`config.mk`:
```
export PLATFORM = sky130hd
export DESIGN_NAME = multicycle_control_unit
export DESIGN_NICKNAME = d
export VERILOG_FILES = /design/src/rtl/multicycle_control_unit.sv
export SDC_FILE = /design/constraint.sdc
export NUM_CORES = 1
export LEC_CHECK = 0
export BUFFER_PORTS_ARGS = -buffer_cell sky130_fd_sc_hd__buf_2
export CAP_MARGIN = 20
export CORE_UTILIZATION = 35
export DETAILED_ROUTE_END_ITERATION = 6
export MAX_ROUTING_LAYER = met4
export PLACE_DENSITY_LB_ADDON = 0.05
export SLEW_MARGIN = 10
export SYNTH_ARGS = -nofsm -noshare
export SYNTH_HDL_FRONTEND = slang
export SYNTH_SLANG_ARGS = --single-unit
```
`constraint.sdc`:
```
create_clock -name clk -period 1.43 [get_ports clk]
set_input_delay 0.143 -clock clk [delete_from_list [all_inputs] [get_ports clk]]
set_output_delay 0.143 -clock clk [all_outputs]
set_load 0.05 [all_outputs]
```
`src/rtl/multicycle_control_unit.sv`:
```
// Multi-cycle FSM sequencer for an RV32I datapath: decodes instrCode into
// datapath controls and runs the load/store bus handshake with a timeout.
module multicycle_control_unit #(
  parameter int unsigned TIMEOUT_CYCLES = 16
) (
  input  logic        clk,
  input  logic        reset,
  input  logic [31:0] instrCode,
  input  logic        busReady,
  output logic        PCEn,
  output logic        regFileWe,
  output logic        ALUSrcMuxSel,
  output logic [3:0]  ALUControl,
  output logic [2:0]  RFWDSrcMuxSel,
  output logic        branch,
  output logic        jal,
  output logic        jalr,
  output logic        busEn,
  output logic        busWe,
  output logic        illegalInstr,
  output logic        busFault
);

  localparam logic [6:0] OP_R  = 7'b0110011;
  localparam logic [6:0] OP_I  = 7'b0010011;
  localparam logic [6:0] OP_L  = 7'b0000011;
  localparam logic [6:0] OP_S  = 7'b0100011;
  localparam logic [6:0] OP_B  = 7'b1100011;
  localparam logic [6:0] OP_LU = 7'b0110111;
  localparam logic [6:0] OP_AU = 7'b0010111;
  localparam logic [6:0] OP_J  = 7'b1101111;
  localparam logic [6:0] OP_JL = 7'b1100111;

  localparam int unsigned CW = (TIMEOUT_CYCLES < 2) ? 1 : $clog2(TIMEOUT_CYCLES);
  localparam logic [CW-1:0] CNT_LAST = CW'((TIMEOUT_CYCLES == 0) ? 0 : TIMEOUT_CYCLES - 1);

  typedef enum logic [2:0] {
    S_FETCH, S_DECODE, S_EXE, S_MEM, S_WB, S_TRAP
  } state_t;

  state_t        r_state, w_state_next;
  logic [CW-1:0] r_cnt, w_cnt_next;
  logic          r_illegal, r_fault;
  logic          w_set_illegal, w_set_fault;

  logic [6:0] w_opcode;
  logic [2:0] w_funct3;
  logic       w_unused;
  assign w_opcode = instrCode[6:0];
  assign w_funct3 = instrCode[14:12];
  assign w_unused = ^{instrCode[31], instrCode[29:15], instrCode[11:7]};

  logic       w_known, w_mem_op, w_is_store, w_we_exe;
  logic       w_src, w_br, w_jal, w_jalr;
  logic [3:0] w_alu;
  logic [2:0] w_rfwd;

  // Pure opcode decode; held stable by the datapath across the whole instruction.
  always_comb begin
    w_known    = 1'b1;
    w_mem_op   = 1'b0;
    w_is_store = 1'b0;
    w_we_exe   = 1'b0;
    w_src      = 1'b0;
    w_br       = 1'b0;
    w_jal      = 1'b0;
    w_jalr     = 1'b0;
    w_alu      = 4'b0000;
    w_rfwd     = 3'b000;
    case (w_opcode)
      OP_R:  begin w_alu = {instrCode[30], w_funct3}; w_we_exe = 1'b1; end
      OP_I:  begin
        w_alu    = {instrCode[30] & (w_funct3 == 3'b101), w_funct3};
        w_src    = 1'b1;
        w_we_exe = 1'b1;
      end
      OP_L:  begin w_src = 1'b1; w_mem_op = 1'b1; w_rfwd = 3'b001; end
      OP_S:  begin w_src = 1'b1; w_mem_op = 1'b1; w_is_store = 1'b1; end
      OP_B:  begin w_alu = {1'b0, w_funct3}; w_br = 1'b1; end
      OP_LU: begin w_rfwd = 3'b010; w_we_exe = 1'b1; end
      OP_AU: begin w_rfwd = 3'b011; w_we_exe = 1'b1; end
      OP_J:  begin w_rfwd = 3'b100; w_we_exe = 1'b1; w_jal = 1'b1; end
      OP_JL: begin w_rfwd = 3'b100; w_we_exe = 1'b1; w_jal = 1'b1; w_jalr = 1'b1; end
      default: w_known = 1'b0;
    endcase
  end

  always_ff @(posedge clk or posedge reset) begin
    if (reset) begin
      r_state   <= S_FETCH;
      r_cnt     <= '0;
      r_illegal <= 1'b0;
      r_fault   <= 1'b0;
    end else begin
      r_state   <= w_state_next;
      r_cnt     <= w_cnt_next;
      r_illegal <= r_illegal | w_set_illegal;
      r_fault   <= r_fault | w_set_fault;
    end
  end

  always_comb begin
    w_state_next  = r_state;
    w_cnt_next    = '0;
    w_set_illegal = 1'b0;
    w_set_fault   = 1'b0;
    case (r_state)
      S_FETCH:  w_state_next = S_DECODE;
      S_DECODE: begin
        if (w_known) begin
          w_state_next = S_EXE;
        end else begin
          w_state_next  = S_TRAP;
          w_set_illegal = 1'b1;
        end
      end
      S_EXE:    w_state_next = w_mem_op ? S_MEM : S_FETCH;
      S_MEM: begin
        if (busReady) begin
          w_state_next = w_is_store ? S_FETCH : S_WB;
        end else if ((TIMEOUT_CYCLES != 0) && (r_cnt == CNT_LAST)) begin
          w_state_next = S_TRAP;
          w_set_fault  = 1'b1;
        end else begin
          w_cnt_next = r_cnt + 1'b1;
        end
      end
      S_WB:     w_state_next = S_FETCH;
      S_TRAP:   w_state_next = S_TRAP;
      default:  w_state_next = S_FETCH;
    endcase
  end

  logic w_live;
  assign w_live = (r_state != S_TRAP);

  assign PCEn          = (r_state == S_FETCH) & ~reset;
  assign regFileWe     = ((r_state == S_EXE) & w_we_exe) | (r_state == S_WB);
  assign busEn         = (r_state == S_MEM);
  assign busWe         = (r_state == S_MEM) & w_is_store;
  assign ALUSrcMuxSel  = w_live & w_src;
  assign ALUControl    = w_live ? w_alu : 4'b0000;
  assign RFWDSrcMuxSel = w_live ? w_rfwd : 3'b000;
  assign branch        = w_live & w_br;
  assign jal           = w_live & w_jal;
  assign jalr          = w_live & w_jalr;
  assign illegalInstr  = r_illegal;
  assign busFault      = r_fault;

endmodule

```
Word level (Yosys, flattened, before mapping)
Cells that the tools add are included.
W data, S select, Z words.

storage, ports and cells
  register bits after elaboration = 9
  bits in latches = 0
  memory bits (writable) = 0
  bits in read-only memories = 0
  bits of input ports = 35
  output and inout bits = 17
  word-level logic and storage cells = 67
  memories kept = 0

cells by class
  $add $sub $neg = 1
  $mul = 0
  divide/modulo/power cells = 0
  magnitude comparators = 0
  equal/unequal tests = 18
  shift operators = 0
  multiplexer cells = 26
  bitwise operators = 12
  reduce and logical (&&, ||, !) cells = 6

operators by type and width
  operator               count
  $eq A7 B6 Y1 const B   3
  $eq A7 B7 Y1 const B   3
  $mux W4                4
  $mux W3                5
  $pmux W3 S5            1
  $eq A7 B5 Y1 const B   2
  $mux W1                13
  $pmux W3 S4            1
  $pmux W4 S3            1
  $eq A3 B3 Y1 const B   3
  $reduce_or A9 Y1       1
  $and A1 B1 Y1          8
  $eq A7 B2 Y1 const B   1
  $eq A3 B2 Y1 const B   2
  $reduce_or A6 Y1       1
  $add A4 B1 Y4 const B  1
  $eq A4 B4 Y1 const B   1
  $reduce_or A2 Y1       2
  $eq A3 B1 Y1 const B   1
  $logic_not A3 Y1       1
  $ne A3 B2 Y1 const B   1
  $ne A3 B3 Y1 const B   1
  $or A1 B1 Y1           3
  $reduce_or A3 Y1       1
  2 further kinds        2

Logic depth before layout (Yosys ltp)
  word-level depth = 6
  mapped depth = 5
  mapped depth without buffers = 5

Worst setup path after synthesis
OpenSTA, ideal clock, no wires.

  kind = register to output
  start = register r_state[0]
  end = output port RFWDSrcMuxSel[0]
  data arrival time = 2.482 ns
  data required time = 1.287 ns
  slack = -1.195 ns
  stages on the path, launching flop included = 4
  buffers on the path = 0
  cells stage by stage = dfrtp_1 > nor2b_2 > a211o_4 > nor4_1

on the way
  longest elaborated chain between the ends = 2

RTL lines
  what                    RTL line  RTL
  start, declared         41        state_t r_state, w_state_next;
  start signal, assigned  95        r_state <= w_state_next;
  $ne A3 B3 Y1            135       assign w_live = (r_state != S_TRAP);
  $mux W3                 143       assign RFWDSrcMuxSel = w_live ? w_rfwd : 3'b000;
  end, declared           14        output logic [2:0] RFWDSrcMuxSel,

No other way between the ends.

Worst setup path in the final report
Ends and elaborated chain as after synthesis.

==> summary.md <==
| Metric | Value |
|---|---|
| Status | finished with violations |
| Failing checks | negative setup slack |
| Initial drt markers | 16 |
| Post-synthesis sequential area ratio | 0.331 |
| Routed wire length | 2.04 mm |
| Synth Instances | 81 |
| Max_slew headroom | 0.760 |
| Setup CP Type | register to output port |
| Endpoint class of the critical path | output port |
| Fin. Hold Viols | 0 |
| Top cells by area, synth | dfrtp_1, nor2_1, nand2b_1, a21o_1, and2_1 |
| Syn_nets | 117 |
| Hold/Removal Path Class | input port to register |
| Layout cell share with drive strength beyond 1 | 0.619 |
| IO Port Bufs | 30 |
| Die H | 46.1 microns |
| Synth warnings | 0 |
| Global-route wire length before repair | 3.33 mm |
| Startpoint class of the critical path | register |
| Fmax | 0.540 GHz |
| Mapped Area | 679 sq um |
| Rows | 15 |
| CP startpoint | r_state[0]$_DFFE_PP0P_ |
| Final nets | 176 |
| Vias in the first global route | 781 |
| DR pass1 iterations | 4 |
| H-tree Lvls | 1 |
| I/O pin count | 52 |
| Max Root-Sink Buffers | 2 |
| TritonCTS clock tree | done |
| Die span in x | 46.1 microns |
| Initial Utilization | 0.385 |
| Total core area | 0.00176 sq mm |
| Slew Viols, Final | 0 |
| GP Congestion | 0.764 |
| Critical path arrival | 1710 ps |
| CTS root buf | clkbuf_4 |
| Register area | 225 sq um |
| FF-to-FF setup slack | -230 ps |
| WP data required | 1290 ps |
| Measured slew at the worst slew-check pin | 357 ps |
| VDD IR-drop max | 0.568 mV |
| Post-synth cell types | 33 |
| Clk Latency, worst-skew pair | 260 ps |
| Final HPWL DP | 1.50 mm |
| Footprint of the multi-input gates | 589 sq um |
| DRT antenna net count | 0 |
| Overall power | 0.978 mW |
| Worst r2r dst | r_cnt[3]$_DFF_PP0_ |
| Synth Register Bits | 9 |
| DRC | 0 |
| Fillers | 125 |
| Worst-path maximum fanout | 6 |
| Die area | 0.00212 sq mm |
| Initial antenna violation count | 0 |
| RSZ-0062 raised after global routing | yes |
| Vias | 816 |
| Avg Inst Size Synth | 8.39 sq um |
| Fin crit share | 1.30 |
| GRT overflow | 0 |
| Worst Setup Slack, final | -422 ps |
| CP Capture Point | RFWDSrcMuxSel[0] |
| CTS Sinks | 9 |
| Avg Vias per Cell | 4.98 |
| CTS Buf Count | 3 |
| Power per standard cell area | 701 mW/mm^2 |
| Area grow syn2layout | 106% |
| Antenna cell count | 0 |
| Number of max-cap violations | 0 |
| Worst-case clock skew | 0.688 ps |
| Largest area contributor in the netlist | dfrtp_1 |
| DR WL/cell | 12.5 microns |
| GRT Overall Usage | 0.229 |
| Final setup viols | 21 |
| Min cycle time layout | 1850 ps |
| Worst-path clk slew | 60 ps |
| Largest net degree at the start of global routing | 10 |
| Reg2Reg Depth | 7 |
| P_leak | 0.630 nW |
| Worst r2r src | r_state[1]$_DFFE_PP0P_ |
| Share of the synthesized area in the top cell type | 0.331 |
| Fin util | 0.791 |
## Yosys cell counts, drive strengths merged
cell type and number:
a21o 4, a211o 1, nor3 3, a311oi 1, a2111oi 1, nand2 4, dfrtp 9, xnor2 1
nor2 10, xor2 2, nand2b 5, and3 4, o221a 1, or3 1, clkbuf 1, a31oi 1
o21bai 1, a211oi 3, ha 1, o211ai 1, inv 6, and4bb 1, nor2b 2, nor4 3
nand3b 1, a21oi 2, nand4b 1, buf 1, o21ai 3, nand3 2, and2 4
## where the power goes
group          leakage [nW]  switching (mW)  internal (mW)
clock                0.0150          0.0851          0.107
combinational         0.503           0.259          0.240
sequential            0.112          0.0136          0.273
## cells in the final DEF (no fill, tap or decap), types with 2 or more instances in the layout
cell	netlist	final
buf_6	0	16
nand2b_1	5	4
nor4_4	0	2
nor3_4	0	2
nor2_2	0	3
and2_4	0	3
clkbuf_4	0	3
buf_2	1	15
nand2_1	4	4
o21ai_0	3	3
a211oi_2	1	2
xor2_1	2	2
a21o_1	4	4
and3_1	4	3
buf_4	0	17
buf_8	0	7
inv_1	6	5
dfrtp_1	9	9
nor2_4	0	2
nor2_1	10	5
## critical path, cell delays in order (launching register included)
cell	delay (ps)
dfrtp_1	380
nor2b_4	130
a211o_4	380
buf_6	150
nor4_4	220
buf_6	190
## area by class of cell
cell class,instances,area share
well taps,25,0.0224
multi-input cells,64,0.422
inverters,6,0.0188
clock buffers,4,0.0188
flip-flops and latches,9,0.161
repair buffers,56,0.357
## sequential cells by signal (all words and copies together) (netlist names)
signal,count
busFault,1
illegalInstr,1
r_cnt,4
r_state,3
## metrics by stage
stage / hold slack [ps] / area, sq um / setup WS, ps / cells / setup TNS, ps
floorplan: -29.1 / 768 / -416 / 81 / -2740
global placement: 126 / 1060 / -199 / 151 / -1330
detailed placement: 138 / 1060 / -247 / 151 / -1520
CTS: 116 / 1280 / -419 / 159 / -3950
global route: 127 / 1400 / -495 / 164 / -6140
finish: 135 / 1400 / -422 / 164 / -5000
## worst min-delay path by stage
stage | start | endpoint | slack [ps] | cells past startpoint
final | busReady | r_cnt[2]$_DFF_PP0_ | 130 | 2
after global routing | busReady | r_cnt[2]$_DFF_PP0_ | 130 | 2
after floorplan | reset | busFault$_DFF_PP0_ | -30 | 1
after global placement | reset | r_state[1]$_DFFE_PP0P_ | 130 | 2
after detailed placement | reset | r_state[0]$_DFFE_PP0P_ | 140 | 2
after CTS | busReady | r_cnt[2]$_DFF_PP0_ | 120 | 2
## cell families after synthesis
logic type | Yosys count | synth area share
AO/OA/AOI/OAI | 19 | 0.230
AND/OR/NAND/NOR | 41 | 0.335
flip-flops | 9 | 0.331
adder cells (fa/ha/maj) | 1 | 0.0184
buffers and inverters | 8 | 0.0460
XOR/XNOR | 3 | 0.0387
## layer usage
layer | vias to the layer above | share of wire | track usage
met2 | 21 | 0.54 | 0.392
li1 | 406 | - | -
met5 | - | 0 | -
met4 | 0 | 0 | 0.0176
met1 | 389 | 0.42 | 0.274
met3 | 0 | 0.042 | 0.0706
## what timing repair did
item,4_1_cts,5_1_grt
buffers inserted,3,5
pin swaps,6,7
hold buffers,1,0
setup endpoints to repair,16,19
gates resized for setup,46,17
endpoints found under the hold margin,9,0
Note: power is estimated with default switching activity, not from simulation.
